File: src/rtl/sram_to_axi_master_if.sv
// AXI4 master-side bus bundle (64-bit data, 32-bit address) for sram_to_axi_master.
// Ports: none; master modport drives AW/W/AR channels and B/R ready, slave modport mirrors it.
interface sram_to_axi_master_if;
    logic [3:0]  M_AXI_AWID;
    logic [31:0] M_AXI_AWADDR;
    logic [7:0]  M_AXI_AWLEN;
    logic [2:0]  M_AXI_AWSIZE;
    logic [1:0]  M_AXI_AWBURST;
    logic        M_AXI_AWLOCK;
    logic [3:0]  M_AXI_AWCACHE;
    logic [2:0]  M_AXI_AWPROT;
    logic        M_AXI_AWVALID;
    logic        M_AXI_AWREADY;
    logic [63:0] M_AXI_WDATA;
    logic [7:0]  M_AXI_WSTRB;
    logic        M_AXI_WLAST;
    logic        M_AXI_WVALID;
    logic        M_AXI_WREADY;
    logic [3:0]  M_AXI_BID;
    logic [1:0]  M_AXI_BRESP;
    logic        M_AXI_BVALID;
    logic        M_AXI_BREADY;
    logic [3:0]  M_AXI_ARID;
    logic [31:0] M_AXI_ARADDR;
    logic [7:0]  M_AXI_ARLEN;
    logic [2:0]  M_AXI_ARSIZE;
    logic [1:0]  M_AXI_ARBURST;
    logic        M_AXI_ARLOCK;
    logic [3:0]  M_AXI_ARCACHE;
    logic [2:0]  M_AXI_ARPROT;
    logic        M_AXI_ARVALID;
    logic        M_AXI_ARREADY;
    logic [3:0]  M_AXI_RID;
    logic [63:0] M_AXI_RDATA;
    logic [1:0]  M_AXI_RRESP;
    logic        M_AXI_RLAST;
    logic        M_AXI_RVALID;
    logic        M_AXI_RREADY;

    modport master (
        output M_AXI_AWID, M_AXI_AWADDR, M_AXI_AWLEN, M_AXI_AWSIZE,
        output M_AXI_AWBURST, M_AXI_AWLOCK, M_AXI_AWCACHE, M_AXI_AWPROT,
        output M_AXI_AWVALID,
        input  M_AXI_AWREADY,
        output M_AXI_WDATA, M_AXI_WSTRB, M_AXI_WLAST, M_AXI_WVALID,
        input  M_AXI_WREADY,
        input  M_AXI_BID, M_AXI_BRESP, M_AXI_BVALID,
        output M_AXI_BREADY,
        output M_AXI_ARID, M_AXI_ARADDR, M_AXI_ARLEN, M_AXI_ARSIZE,
        output M_AXI_ARBURST, M_AXI_ARLOCK, M_AXI_ARCACHE, M_AXI_ARPROT,
        output M_AXI_ARVALID,
        input  M_AXI_ARREADY,
        input  M_AXI_RID, M_AXI_RDATA, M_AXI_RRESP, M_AXI_RLAST, M_AXI_RVALID,
        output M_AXI_RREADY
    );

    modport slave (
        input  M_AXI_AWID, M_AXI_AWADDR, M_AXI_AWLEN, M_AXI_AWSIZE,
        input  M_AXI_AWBURST, M_AXI_AWLOCK, M_AXI_AWCACHE, M_AXI_AWPROT,
        input  M_AXI_AWVALID,
        output M_AXI_AWREADY,
        input  M_AXI_WDATA, M_AXI_WSTRB, M_AXI_WLAST, M_AXI_WVALID,
        output M_AXI_WREADY,
        output M_AXI_BID, M_AXI_BRESP, M_AXI_BVALID,
        input  M_AXI_BREADY,
        input  M_AXI_ARID, M_AXI_ARADDR, M_AXI_ARLEN, M_AXI_ARSIZE,
        input  M_AXI_ARBURST, M_AXI_ARLOCK, M_AXI_ARCACHE, M_AXI_ARPROT,
        input  M_AXI_ARVALID,
        output M_AXI_ARREADY,
        output M_AXI_RID, M_AXI_RDATA, M_AXI_RRESP, M_AXI_RLAST, M_AXI_RVALID,
        input  M_AXI_RREADY
    );
endinterface

File: src/rtl/sram_to_axi_master.sv
// Single-outstanding AXI4 initiator driven by an SRAM-style request port.
// Ports: CLK/RESETn; SRAM_CEn/WEn/ADDR/WDATA/WBEn in; SRAM_READY/ACK/ERR/RDATA out;
//        m_axi (master modport) carries the AW/W/B/AR/R channels.
module sram_to_axi_master #(
    parameter logic [3:0] AXI_ID = 4'h0
) (
    input  logic        CLK,
    input  logic        RESETn,
    input  logic        SRAM_CEn,
    input  logic        SRAM_WEn,
    input  logic [31:0] SRAM_ADDR,
    input  logic [63:0] SRAM_WDATA,
    input  logic [7:0]  SRAM_WBEn,
    output logic        SRAM_READY,
    output logic        SRAM_ACK,
    output logic        SRAM_ERR,
    output logic [63:0] SRAM_RDATA,
    sram_to_axi_master_if.master m_axi
);

    typedef enum logic [2:0] {
        IDLE,
        WR_ADDR_DATA,
        WR_RESP,
        RD_ADDR,
        RD_DATA
    } state_t;

    state_t      r_state;
    state_t      w_next;

    logic [31:0] r_addr;
    logic [63:0] r_wdata;
    logic [7:0]  r_wstrb;
    logic        r_aw_done;
    logic        r_w_done;
    logic        r_err;
    logic        r_ack;
    logic [63:0] r_rdata;

    logic        w_ready;
    logic        w_accept;
    logic        w_awvalid;
    logic        w_wvalid;
    logic        w_bready;
    logic        w_arvalid;
    logic        w_rready;
    logic        w_aw_hs;
    logic        w_w_hs;
    logic        w_b_hs;
    logic        w_r_hs;
    logic        w_b_err;
    logic        w_r_err;
    logic [31:0] w_addr_al;

    // Low three address bits are dropped: every beat is a full 64-bit word.
    assign w_addr_al = SRAM_ADDR & 32'hFFFF_FFF8;

    assign w_b_err = (m_axi.M_AXI_BRESP >= 2'b10)
                   | (m_axi.M_AXI_BID != AXI_ID);
    assign w_r_err = (m_axi.M_AXI_RRESP >= 2'b10)
                   | (m_axi.M_AXI_RID != AXI_ID)
                   | ~m_axi.M_AXI_RLAST;

    always_ff @(posedge CLK or negedge RESETn) begin
        if (!RESETn) begin
            r_state <= IDLE;
        end else begin
            r_state <= w_next;
        end
    end

    always_comb begin
        w_next    = r_state;
        w_ready   = 1'b0;
        w_awvalid = 1'b0;
        w_wvalid  = 1'b0;
        w_bready  = 1'b0;
        w_arvalid = 1'b0;
        w_rready  = 1'b0;
        unique case (r_state)
            IDLE: begin
                w_ready = 1'b1;
                if (!SRAM_CEn) begin
                    w_next = SRAM_WEn ? RD_ADDR : WR_ADDR_DATA;
                end
            end
            WR_ADDR_DATA: begin
                w_awvalid = ~r_aw_done;
                w_wvalid  = ~r_w_done;
                if ((r_aw_done | (w_awvalid & m_axi.M_AXI_AWREADY)) &&
                    (r_w_done  | (w_wvalid  & m_axi.M_AXI_WREADY))) begin
                    w_next = WR_RESP;
                end
            end
            WR_RESP: begin
                w_bready = 1'b1;
                if (m_axi.M_AXI_BVALID) begin
                    w_next = IDLE;
                end
            end
            RD_ADDR: begin
                w_arvalid = 1'b1;
                if (m_axi.M_AXI_ARREADY) begin
                    w_next = RD_DATA;
                end
            end
            RD_DATA: begin
                w_rready = 1'b1;
                if (m_axi.M_AXI_RVALID && m_axi.M_AXI_RLAST) begin
                    w_next = IDLE;
                end
            end
            default: begin
                w_next = IDLE;
            end
        endcase
    end

    assign w_accept = w_ready & ~SRAM_CEn;
    assign w_aw_hs  = w_awvalid & m_axi.M_AXI_AWREADY;
    assign w_w_hs   = w_wvalid & m_axi.M_AXI_WREADY;
    assign w_b_hs   = w_bready & m_axi.M_AXI_BVALID;
    assign w_r_hs   = w_rready & m_axi.M_AXI_RVALID;

    always_ff @(posedge CLK or negedge RESETn) begin
        if (!RESETn) begin
            r_addr    <= '0;
            r_wdata   <= '0;
            r_wstrb   <= '0;
            r_aw_done <= 1'b0;
            r_w_done  <= 1'b0;
            r_err     <= 1'b0;
            r_ack     <= 1'b0;
            r_rdata   <= '0;
        end else begin
            r_ack <= 1'b0;
            if (w_accept) begin
                r_addr  <= w_addr_al;
                r_wdata <= SRAM_WDATA;
                r_wstrb <= ~SRAM_WBEn;
                r_err   <= 1'b0;
            end
            // Done flags let AW and W complete in either order.
            if (r_state == WR_ADDR_DATA) begin
                if (w_next == WR_RESP) begin
                    r_aw_done <= 1'b0;
                    r_w_done  <= 1'b0;
                end else begin
                    r_aw_done <= r_aw_done | w_aw_hs;
                    r_w_done  <= r_w_done | w_w_hs;
                end
            end
            if (w_b_hs) begin
                r_err <= w_b_err;
                r_ack <= 1'b1;
            end
            // Non-last beats are drained and only poison the error flag.
            if (w_r_hs) begin
                r_err <= r_err | w_r_err;
                if (m_axi.M_AXI_RLAST) begin
                    r_rdata <= m_axi.M_AXI_RDATA;
                    r_ack   <= 1'b1;
                end
            end
        end
    end

    assign SRAM_READY = w_ready;
    assign SRAM_ACK   = r_ack;
    assign SRAM_ERR   = r_ack & r_err;
    assign SRAM_RDATA = r_rdata;

    assign m_axi.M_AXI_AWID    = AXI_ID;
    assign m_axi.M_AXI_AWADDR  = r_addr;
    assign m_axi.M_AXI_AWLEN   = 8'd0;
    assign m_axi.M_AXI_AWSIZE  = 3'b011;
    assign m_axi.M_AXI_AWBURST = 2'b01;
    assign m_axi.M_AXI_AWLOCK  = 1'b0;
    assign m_axi.M_AXI_AWCACHE = 4'd0;
    assign m_axi.M_AXI_AWPROT  = 3'd0;
    assign m_axi.M_AXI_AWVALID = w_awvalid;

    assign m_axi.M_AXI_WDATA   = r_wdata;
    assign m_axi.M_AXI_WSTRB   = r_wstrb;
    assign m_axi.M_AXI_WLAST   = 1'b1;
    assign m_axi.M_AXI_WVALID  = w_wvalid;

    assign m_axi.M_AXI_BREADY  = w_bready;

    assign m_axi.M_AXI_ARID    = AXI_ID;
    assign m_axi.M_AXI_ARADDR  = r_addr;
    assign m_axi.M_AXI_ARLEN   = 8'd0;
    assign m_axi.M_AXI_ARSIZE  = 3'b011;
    assign m_axi.M_AXI_ARBURST = 2'b01;
    assign m_axi.M_AXI_ARLOCK  = 1'b0;
    assign m_axi.M_AXI_ARCACHE = 4'd0;
    assign m_axi.M_AXI_ARPROT  = 3'd0;
    assign m_axi.M_AXI_ARVALID = w_arvalid;

    assign m_axi.M_AXI_RREADY  = w_rready;

endmodule

File: src/flat_wrapper.sv
// flat-port wrapper written by rule: the top's interface ports become plain ports
module sram_to_axi_master_flat 
#(
    parameter logic [3:0] AXI_ID = 4'h0
)
  (CLK, RESETn, SRAM_CEn, SRAM_WEn, SRAM_ADDR, SRAM_WDATA, SRAM_WBEn, SRAM_READY, SRAM_ACK, SRAM_ERR, SRAM_RDATA, m_axi_M_AXI_AWID, m_axi_M_AXI_AWADDR, m_axi_M_AXI_AWLEN, m_axi_M_AXI_AWSIZE, m_axi_M_AXI_AWBURST, m_axi_M_AXI_AWLOCK, m_axi_M_AXI_AWCACHE, m_axi_M_AXI_AWPROT, m_axi_M_AXI_AWVALID, m_axi_M_AXI_AWREADY, m_axi_M_AXI_WDATA, m_axi_M_AXI_WSTRB, m_axi_M_AXI_WLAST, m_axi_M_AXI_WVALID, m_axi_M_AXI_WREADY, m_axi_M_AXI_BID, m_axi_M_AXI_BRESP, m_axi_M_AXI_BVALID, m_axi_M_AXI_BREADY, m_axi_M_AXI_ARID, m_axi_M_AXI_ARADDR, m_axi_M_AXI_ARLEN, m_axi_M_AXI_ARSIZE, m_axi_M_AXI_ARBURST, m_axi_M_AXI_ARLOCK, m_axi_M_AXI_ARCACHE, m_axi_M_AXI_ARPROT, m_axi_M_AXI_ARVALID, m_axi_M_AXI_ARREADY, m_axi_M_AXI_RID, m_axi_M_AXI_RDATA, m_axi_M_AXI_RRESP, m_axi_M_AXI_RLAST, m_axi_M_AXI_RVALID, m_axi_M_AXI_RREADY);
  sram_to_axi_master_if m_axi_i ();
  input  logic CLK;
  input  logic RESETn;
  input  logic SRAM_CEn;
  input  logic SRAM_WEn;
  input  logic [31:0] SRAM_ADDR;
  input  logic [63:0] SRAM_WDATA;
  input  logic [7:0] SRAM_WBEn;
  output logic SRAM_READY;
  output logic SRAM_ACK;
  output logic SRAM_ERR;
  output logic [63:0] SRAM_RDATA;
  output wire logic [$bits(m_axi_i.M_AXI_AWID)-1:0] m_axi_M_AXI_AWID;
  output wire logic [$bits(m_axi_i.M_AXI_AWADDR)-1:0] m_axi_M_AXI_AWADDR;
  output wire logic [$bits(m_axi_i.M_AXI_AWLEN)-1:0] m_axi_M_AXI_AWLEN;
  output wire logic [$bits(m_axi_i.M_AXI_AWSIZE)-1:0] m_axi_M_AXI_AWSIZE;
  output wire logic [$bits(m_axi_i.M_AXI_AWBURST)-1:0] m_axi_M_AXI_AWBURST;
  output wire logic [$bits(m_axi_i.M_AXI_AWLOCK)-1:0] m_axi_M_AXI_AWLOCK;
  output wire logic [$bits(m_axi_i.M_AXI_AWCACHE)-1:0] m_axi_M_AXI_AWCACHE;
  output wire logic [$bits(m_axi_i.M_AXI_AWPROT)-1:0] m_axi_M_AXI_AWPROT;
  output wire logic [$bits(m_axi_i.M_AXI_AWVALID)-1:0] m_axi_M_AXI_AWVALID;
  input wire logic [$bits(m_axi_i.M_AXI_AWREADY)-1:0] m_axi_M_AXI_AWREADY;
  output wire logic [$bits(m_axi_i.M_AXI_WDATA)-1:0] m_axi_M_AXI_WDATA;
  output wire logic [$bits(m_axi_i.M_AXI_WSTRB)-1:0] m_axi_M_AXI_WSTRB;
  output wire logic [$bits(m_axi_i.M_AXI_WLAST)-1:0] m_axi_M_AXI_WLAST;
  output wire logic [$bits(m_axi_i.M_AXI_WVALID)-1:0] m_axi_M_AXI_WVALID;
  input wire logic [$bits(m_axi_i.M_AXI_WREADY)-1:0] m_axi_M_AXI_WREADY;
  input wire logic [$bits(m_axi_i.M_AXI_BID)-1:0] m_axi_M_AXI_BID;
  input wire logic [$bits(m_axi_i.M_AXI_BRESP)-1:0] m_axi_M_AXI_BRESP;
  input wire logic [$bits(m_axi_i.M_AXI_BVALID)-1:0] m_axi_M_AXI_BVALID;
  output wire logic [$bits(m_axi_i.M_AXI_BREADY)-1:0] m_axi_M_AXI_BREADY;
  output wire logic [$bits(m_axi_i.M_AXI_ARID)-1:0] m_axi_M_AXI_ARID;
  output wire logic [$bits(m_axi_i.M_AXI_ARADDR)-1:0] m_axi_M_AXI_ARADDR;
  output wire logic [$bits(m_axi_i.M_AXI_ARLEN)-1:0] m_axi_M_AXI_ARLEN;
  output wire logic [$bits(m_axi_i.M_AXI_ARSIZE)-1:0] m_axi_M_AXI_ARSIZE;
  output wire logic [$bits(m_axi_i.M_AXI_ARBURST)-1:0] m_axi_M_AXI_ARBURST;
  output wire logic [$bits(m_axi_i.M_AXI_ARLOCK)-1:0] m_axi_M_AXI_ARLOCK;
  output wire logic [$bits(m_axi_i.M_AXI_ARCACHE)-1:0] m_axi_M_AXI_ARCACHE;
  output wire logic [$bits(m_axi_i.M_AXI_ARPROT)-1:0] m_axi_M_AXI_ARPROT;
  output wire logic [$bits(m_axi_i.M_AXI_ARVALID)-1:0] m_axi_M_AXI_ARVALID;
  input wire logic [$bits(m_axi_i.M_AXI_ARREADY)-1:0] m_axi_M_AXI_ARREADY;
  input wire logic [$bits(m_axi_i.M_AXI_RID)-1:0] m_axi_M_AXI_RID;
  input wire logic [$bits(m_axi_i.M_AXI_RDATA)-1:0] m_axi_M_AXI_RDATA;
  input wire logic [$bits(m_axi_i.M_AXI_RRESP)-1:0] m_axi_M_AXI_RRESP;
  input wire logic [$bits(m_axi_i.M_AXI_RLAST)-1:0] m_axi_M_AXI_RLAST;
  input wire logic [$bits(m_axi_i.M_AXI_RVALID)-1:0] m_axi_M_AXI_RVALID;
  output wire logic [$bits(m_axi_i.M_AXI_RREADY)-1:0] m_axi_M_AXI_RREADY;
  assign m_axi_M_AXI_AWID = m_axi_i.M_AXI_AWID;
  assign m_axi_M_AXI_AWADDR = m_axi_i.M_AXI_AWADDR;
  assign m_axi_M_AXI_AWLEN = m_axi_i.M_AXI_AWLEN;
  assign m_axi_M_AXI_AWSIZE = m_axi_i.M_AXI_AWSIZE;
  assign m_axi_M_AXI_AWBURST = m_axi_i.M_AXI_AWBURST;
  assign m_axi_M_AXI_AWLOCK = m_axi_i.M_AXI_AWLOCK;
  assign m_axi_M_AXI_AWCACHE = m_axi_i.M_AXI_AWCACHE;
  assign m_axi_M_AXI_AWPROT = m_axi_i.M_AXI_AWPROT;
  assign m_axi_M_AXI_AWVALID = m_axi_i.M_AXI_AWVALID;
  assign m_axi_i.M_AXI_AWREADY = m_axi_M_AXI_AWREADY;
  assign m_axi_M_AXI_WDATA = m_axi_i.M_AXI_WDATA;
  assign m_axi_M_AXI_WSTRB = m_axi_i.M_AXI_WSTRB;
  assign m_axi_M_AXI_WLAST = m_axi_i.M_AXI_WLAST;
  assign m_axi_M_AXI_WVALID = m_axi_i.M_AXI_WVALID;
  assign m_axi_i.M_AXI_WREADY = m_axi_M_AXI_WREADY;
  assign m_axi_i.M_AXI_BID = m_axi_M_AXI_BID;
  assign m_axi_i.M_AXI_BRESP = m_axi_M_AXI_BRESP;
  assign m_axi_i.M_AXI_BVALID = m_axi_M_AXI_BVALID;
  assign m_axi_M_AXI_BREADY = m_axi_i.M_AXI_BREADY;
  assign m_axi_M_AXI_ARID = m_axi_i.M_AXI_ARID;
  assign m_axi_M_AXI_ARADDR = m_axi_i.M_AXI_ARADDR;
  assign m_axi_M_AXI_ARLEN = m_axi_i.M_AXI_ARLEN;
  assign m_axi_M_AXI_ARSIZE = m_axi_i.M_AXI_ARSIZE;
  assign m_axi_M_AXI_ARBURST = m_axi_i.M_AXI_ARBURST;
  assign m_axi_M_AXI_ARLOCK = m_axi_i.M_AXI_ARLOCK;
  assign m_axi_M_AXI_ARCACHE = m_axi_i.M_AXI_ARCACHE;
  assign m_axi_M_AXI_ARPROT = m_axi_i.M_AXI_ARPROT;
  assign m_axi_M_AXI_ARVALID = m_axi_i.M_AXI_ARVALID;
  assign m_axi_i.M_AXI_ARREADY = m_axi_M_AXI_ARREADY;
  assign m_axi_i.M_AXI_RID = m_axi_M_AXI_RID;
  assign m_axi_i.M_AXI_RDATA = m_axi_M_AXI_RDATA;
  assign m_axi_i.M_AXI_RRESP = m_axi_M_AXI_RRESP;
  assign m_axi_i.M_AXI_RLAST = m_axi_M_AXI_RLAST;
  assign m_axi_i.M_AXI_RVALID = m_axi_M_AXI_RVALID;
  assign m_axi_M_AXI_RREADY = m_axi_i.M_AXI_RREADY;
  sram_to_axi_master #(.AXI_ID(AXI_ID)) u_core (.CLK(CLK), .RESETn(RESETn), .SRAM_CEn(SRAM_CEn), .SRAM_WEn(SRAM_WEn), .SRAM_ADDR(SRAM_ADDR), .SRAM_WDATA(SRAM_WDATA), .SRAM_WBEn(SRAM_WBEn), .SRAM_READY(SRAM_READY), .SRAM_ACK(SRAM_ACK), .SRAM_ERR(SRAM_ERR), .SRAM_RDATA(SRAM_RDATA), .m_axi(m_axi_i));
endmodule
File: config.mk
export PLATFORM = sky130hd
export DESIGN_NAME = sram_to_axi_master_flat
export DESIGN_NICKNAME = d
export VERILOG_FILES = /design/src/rtl/sram_to_axi_master_if.sv /design/src/rtl/sram_to_axi_master.sv /design/src/flat_wrapper.sv
export SDC_FILE = /design/constraint.sdc
export NUM_CORES = 1
export LEC_CHECK = 0
export ABC_AREA = 1
export CORE_AREA = 2 2 174 176
export CTS_CLUSTER_DIAMETER = 30
export CTS_CLUSTER_SIZE = 40
export DETAILED_ROUTE_END_ITERATION = 10
export DIE_AREA = 0 0 176 178
export GPL_ROUTABILITY_DRIVEN = 0
export PLACE_DENSITY_LB_ADDON = 0.08
export SYNTH_ARGS = -nofsm -noshare
export SYNTH_HDL_FRONTEND = slang
export SYNTH_SLANG_ARGS = --single-unit
File: constraint.sdc
create_clock -name CLK -period 1.83 [get_ports CLK]
set_clock_uncertainty 0.15 [all_clocks]
set_input_delay 0.366 -clock CLK [delete_from_list [all_inputs] [get_ports CLK]]
set_output_delay 0.366 -clock CLK [all_outputs]
set_load 0.005 [all_outputs]
## After elaboration in Yosys (flattened, before gate mapping)

Cells that the tools add are included.
W data, S select, Z words.

| cells by class | value |
|---|---|
| magnitude comparators | 2 |
| equal/unequal tests | 5 |
| mux-type cells | 21 |
| bitwise logic cells | 21 |
| reductions and logical operators | 7 |

Operators by type and width:

| kind | count |
|---|---|
| $mux W3 | 5 |
| $pmux W3 S5 | 1 |
| $mux W1 | 14 |
| $eq A3 B2 Y1 const B | 3 |
| $and A1 B1 Y1 | 8 |
| $not A8 Y8 | 1 |
| $or A1 B1 Y1 | 8 |
| $reduce_bool A4 Y1 | 2 |
| $ge A2 B2 Y1 const B | 2 |
| $not A1 Y1 | 4 |
| $eq A3 B1 Y1 const B | 1 |
| $eq A3 B3 Y1 const B | 1 |
| $logic_not A3 Y1 | 1 |
| $reduce_bool A3 Y1 | 1 |
| $logic_and A1 B1 Y1 | 2 |
| $mux W2 | 1 |
| $reduce_and A2 Y1 | 1 |

| word-level totals | value |
|---|---|
| register bits after elaboration | 172 |
| output and inout port bits | 259 |
| logic and storage cells | 65 |

## Depth between registers and ports, before layout

| depth | value |
|---|---|
| word-level depth | 8 |
| mapped depth | 8 |
| gate-level depth less buffers | 7 |

## Worst setup path before layout

OpenSTA, ideal clock, no wires.

| timing path | value |
|---|---|
| path type | reg-to-reg |
| start point | register u_core.r_state[1] |
| end point | register u_core.r_rdata[58], in the netlist u_core.SRAM_RDATA[58] |
| data arrival time | 1.199 ns |
| slack | 0.349 ns |
| cell stages (with the launch flop) | 9 |
| buffers on the path | 2 |
| period minus slack after synthesis | 1.481 ns |
| path through | dfrtp_1 > nor2_4 > nand2_2 > inv_2 > nand3_2 > buf_6 > buf_6 > nand2_1 > o21ai_0 |

| on the way | value |
|---|---|
| cells in the longest elaborated chain, start to end | 4 |

RTL lines:

| element | RTL line | source |
|---|---|---|
| start: declaration | sram_to_axi_master.sv:29 | `state_t r_state;` |
| start signal: assignment | sram_to_axi_master.sv:69 | `r_state <= w_next;` |
| $eq A3 B3 Y1 | sram_to_axi_master.sv:81 | `unique case (r_state)` |
| $mux W1 | sram_to_axi_master.sv:81 |  |
| named net m_axi_M_AXI_RREADY | flat_wrapper.sv:53 | `output wire logic [$bits(m_axi_i.M_AXI_RREADY)-1:0] m_axi_M_AXI_RREADY;` |
| $and A1 B1 Y1 | sram_to_axi_master.sv:124 | `assign w_r_hs = w_rready & m_axi.M_AXI_RVALID;` |
| $reduce_and A2 Y1 (no line) | -- |  |
| end signal: assignment | sram_to_axi_master.sv:162 | `r_rdata <= m_axi.M_AXI_RDATA;` |
| end: declaration | sram_to_axi_master.sv:39 | `logic [63:0] r_rdata;` |

The timed path passes the listed nets, and every way through them passes these cells.
A chain may end at the register's enable or synchronous reset.

## Final worst setup path

| timing path | value |
|---|---|
| start point | register u_core.r_state[1] |
| end point | output m_axi_M_AXI_ARVALID |

| on the way | value |
|---|---|
| cells in the longest elaborated chain, start to end | 2 |

RTL lines:

| element | RTL line | source |
|---|---|---|
| $eq A3 B2 Y1 | sram_to_axi_master.sv:81 |  |
| $mux W1 | sram_to_axi_master.sv:81 |  |
| end: declaration | flat_wrapper.sv:46 | `output wire logic [$bits(m_axi_i.M_AXI_ARVALID)-1:0] m_axi_M_AXI_ARVALID;` |

Every way passes these cells.

==> reports/results.tsv <==
metric	value	unit
clk_lat worst skew	0.42	ns
register clock-pin slew on the reported worst setup and hold paths	0.07	ns
fin crit share	105	%
drt wl/cell	15.3	um
Avg Inst Size Synth	9.14	um^2
Vias/cell	3.87	
layout cells sized above 1	17.1	%
fill cell count	2938	
Synth Instances	849	
CORE AREA	0.0294	mm^2
Yosys reg bits	172	
worst path arrival time	1.41	ns
Worst Path Required	1.31	ns
total track usage	14.7	%
gr ovfl total	0	
die width	176	um
sequential area share after synthesis	55.4	%
# rows	63	
Layout area overhead	70.0	%
M1 GR Usage	17.5	%
Slew Limit Fails	0	
CP Max Fanout	4	
H-Tree Depth	4	
Reg2Reg Launch Point	u_core.r_state[1]	
r2r setup slk	0.04	ns
first-pass GRT wire length	35200	um
clk buf depth	2	
FF-to-FF path depth	11	
Iter 0 DRT Violations	266	
vias	6455	
Max-Cap Viols	0	
met2 Use GR	25.7	%
Worst Setup Path Type	reg2out	
Syn. warnings	0	
gr busiest metal	met2	
pin count of the biggest net entering global routing	51	
crit path capture type	output pin	
unrepaired setup endpoints after global routing	yes	
IO Port Bufs	386	
final net count	1457	
final setup fails	3	
vias in the first global route	6104	
CTS root buffer	clkbuf_16	
DRC	0	
share of the synthesized area in the top cell type	55.4	%
Layout Utilization	44.9	%
status	complete, but fails checks	
CTS Buf Count	17	
Critical Path Start Type	flip-flop	
Mapped Area	0.00776	mm^2
initial core utilization	26.4	%
initial antenna violation count	1	
placed cell areas	0.0117	mm^2
Leakage	0.00770	uW
drt first pass iters	4	
Final ANT Viol Nets	0	
HP Class	in2async	
detailed placer's ending HPWL	17300	um
Total Wirelength	25600	um
die area	0.0313	mm^2
Synth area leaders	dfrtp_1 55%, nand2_1 8.7%, buf_4 8.4%	
CTS Sinks	172	
Final Hold Viols	0	
# diodes	0	
crit path setup slack, layout	-0.0985	ns
met3 Use GR	3.94	%
area leader, netlist	dfrtp_1	
r2r endpoint	u_core.SRAM_RDATA[37]	
Achievable Freq	519	MHz
Distinct cells, synth	22	
Peak VDD IR	526	uV
crit path time final	1.93	ns
I/O pins	449	
fin area	0.0132	mm^2
Die Ht	178	um
failing checks	setup timing	
power per cell area	1350	mW/mm^2
CTS tree	built	
-- synth_stat cells --
| cell | n |
|---|---|
| nand2_1 | 179 |
| dfrtp_1 | 172 |
| inv_1 | 171 |
| o21ai_0 | 109 |
| buf_4 | 87 |
| o21ai_2 | 55 |
| nor2_1 | 19 |
| buf_6 | 15 |
| clkbuf_1 | 11 |
| buf_2 | 9 |
| nand3_1 | 6 |
| o21ai_1 | 4 |
| conb_1 | 2 |
| nand4_1 | 2 |
| a21oi_1 | 1 |
| inv_2 | 1 |
| nand2_2 | 1 |
| nand3_2 | 1 |
| nand3b_4 | 1 |
| nor2_4 | 1 |
| nor3_1 | 1 |
| or2_2 | 1 |
-- cells by family (layout without fill, tap and decap cells) --
group / Yosys count / after routing / synth area share [%]
buf+inv: 294 / 666 / 20.0
simple gates: 212 / 213 / 10.9
flops: 172 / 172 / 55.4
other cells: 2 / 57 / 0.0967
compound gates: 169 / 169 / 13.6
-- worst max path at each step --
stage / cells after the start / startpoint / slack (ns) / to
2_1_floorplan: 8 / u_core.r_state[1] / 0.35 / u_core.SRAM_RDATA[58]
3_3_place_gp: 4 / u_core.r_state[1] / -0.02 / m_axi_M_AXI_AWVALID
3_5_place_dp: 2 / u_core.r_state[0] / -0.04 / SRAM_READY
4_1_cts: 4 / u_core.r_state[2] / -0.11 / SRAM_READY
5_1_grt: 6 / u_core.r_state[1] / -0.16 / m_axi_M_AXI_ARVALID
6_report: 6 / u_core.r_state[1] / -0.1 / m_axi_M_AXI_ARVALID
-- flip-flops by register name (all words and copies together), names as in the netlist --
register / flops
u_core.SRAM_RDATA: 64
u_core.m_axi.M_AXI_WDATA: 64
u_core.m_axi.M_AXI_ARADDR: 29
u_core.m_axi.M_AXI_WSTRB: 8
u_core.r_state: 3
u_core.SRAM_ACK: 1
u_core.r_aw_done: 1
u_core.r_err: 1
u_core.r_w_done: 1
-- routing by layer --
layer,vias to the layer above,wire [um]
met3,18,1510
met4,0,398
li1,3248,-
met2,224,12800
met5,-,0
met1,2965,10800
-- final cells by class --
cell class,instances,area [um^2],area share (%)
timing repair buffer,465,4850,36.8
sequential,172,4310,32.6
multi-input combinational,439,2290,17.4
inverter,172,648,4.91
tap,390,488,3.70
clock buffer,17,425,3.22
clock inverter,12,188,1.42
-- critical path, cell delays in order, from the launching register on --
cell and delay, ns:
dfrtp_1 0.40, buf_6 0.13, buf_6 0.13, buf_12 0.12
nand3_4 0.05, inv_2 0.05, buf_6 0.11
-- power by group --
| part | switching (uW) | internal (uW) |
|---|---|---|
| combinational | 3240 | 4360 |
| sequential | 918 | 5420 |
| clock | 1630 | 2290 |
| total | 5780 | 12100 |
-- stage by stage --
step,TNS (ns),hold slack (ns),total power [uW],std cells,setup WS [ns]
2_1_floorplan,0,-0.0796,9250,904,0.349
6_report,-0.208,0.231,17900,1667,-0.0985
3_3_place_gp,-0.0488,0.116,13900,1579,-0.0150
3_5_place_dp,-0.0902,0.116,14000,1579,-0.0409
5_1_grt,-2.46,0.239,19200,1667,-0.156
4_1_cts,-0.266,0.215,17600,1637,-0.110
-- cell usage in the layout (no fill, tap or decap) --
master           instances
dfrtp_1                171
bufinv_16                4
clkdlybuf4s50_1        187
inv_4                    1
inv_8                    1
dlymetal6s2s_1          66
inv_1                  168
nor3_4                   1
dlygate4sd3_1            1
inv_6                    3
buf_16                   2
dlygate4sd2_1          126
inv_2                    3
o21ai_1                 16
buf_6                   15
dfrtp_2                  1
nand2_4                  6
nand3b_4                 2
o21ai_0                 93
conb_1                  57
nand3_4                  2
nand4_1                  2
nor2_2                   2
o21ai_2                 59
a21oi_1                  1
nand2_1                150
nor2_1                  17
or2_2                    1
buf_12                  11
clkinvlp_4               4
clkbuf_16               27
buf_4                   44
buf_2                    3
nand3_1                  4
nand3_2                  1
nor2_4                   1
nand2_2                 24
-- repair_timing --
item                                    4_1_cts  5_1_grt
endpoints found under the hold margin        32        0
buffers inserted                             28       14
pin swaps                                     5        3
resized for setup                           170      125
gates cloned                                  0       17
endpoints found under the setup margin      147      180
hold buffers                                  1        0
(Power assumes the default switching activity.)
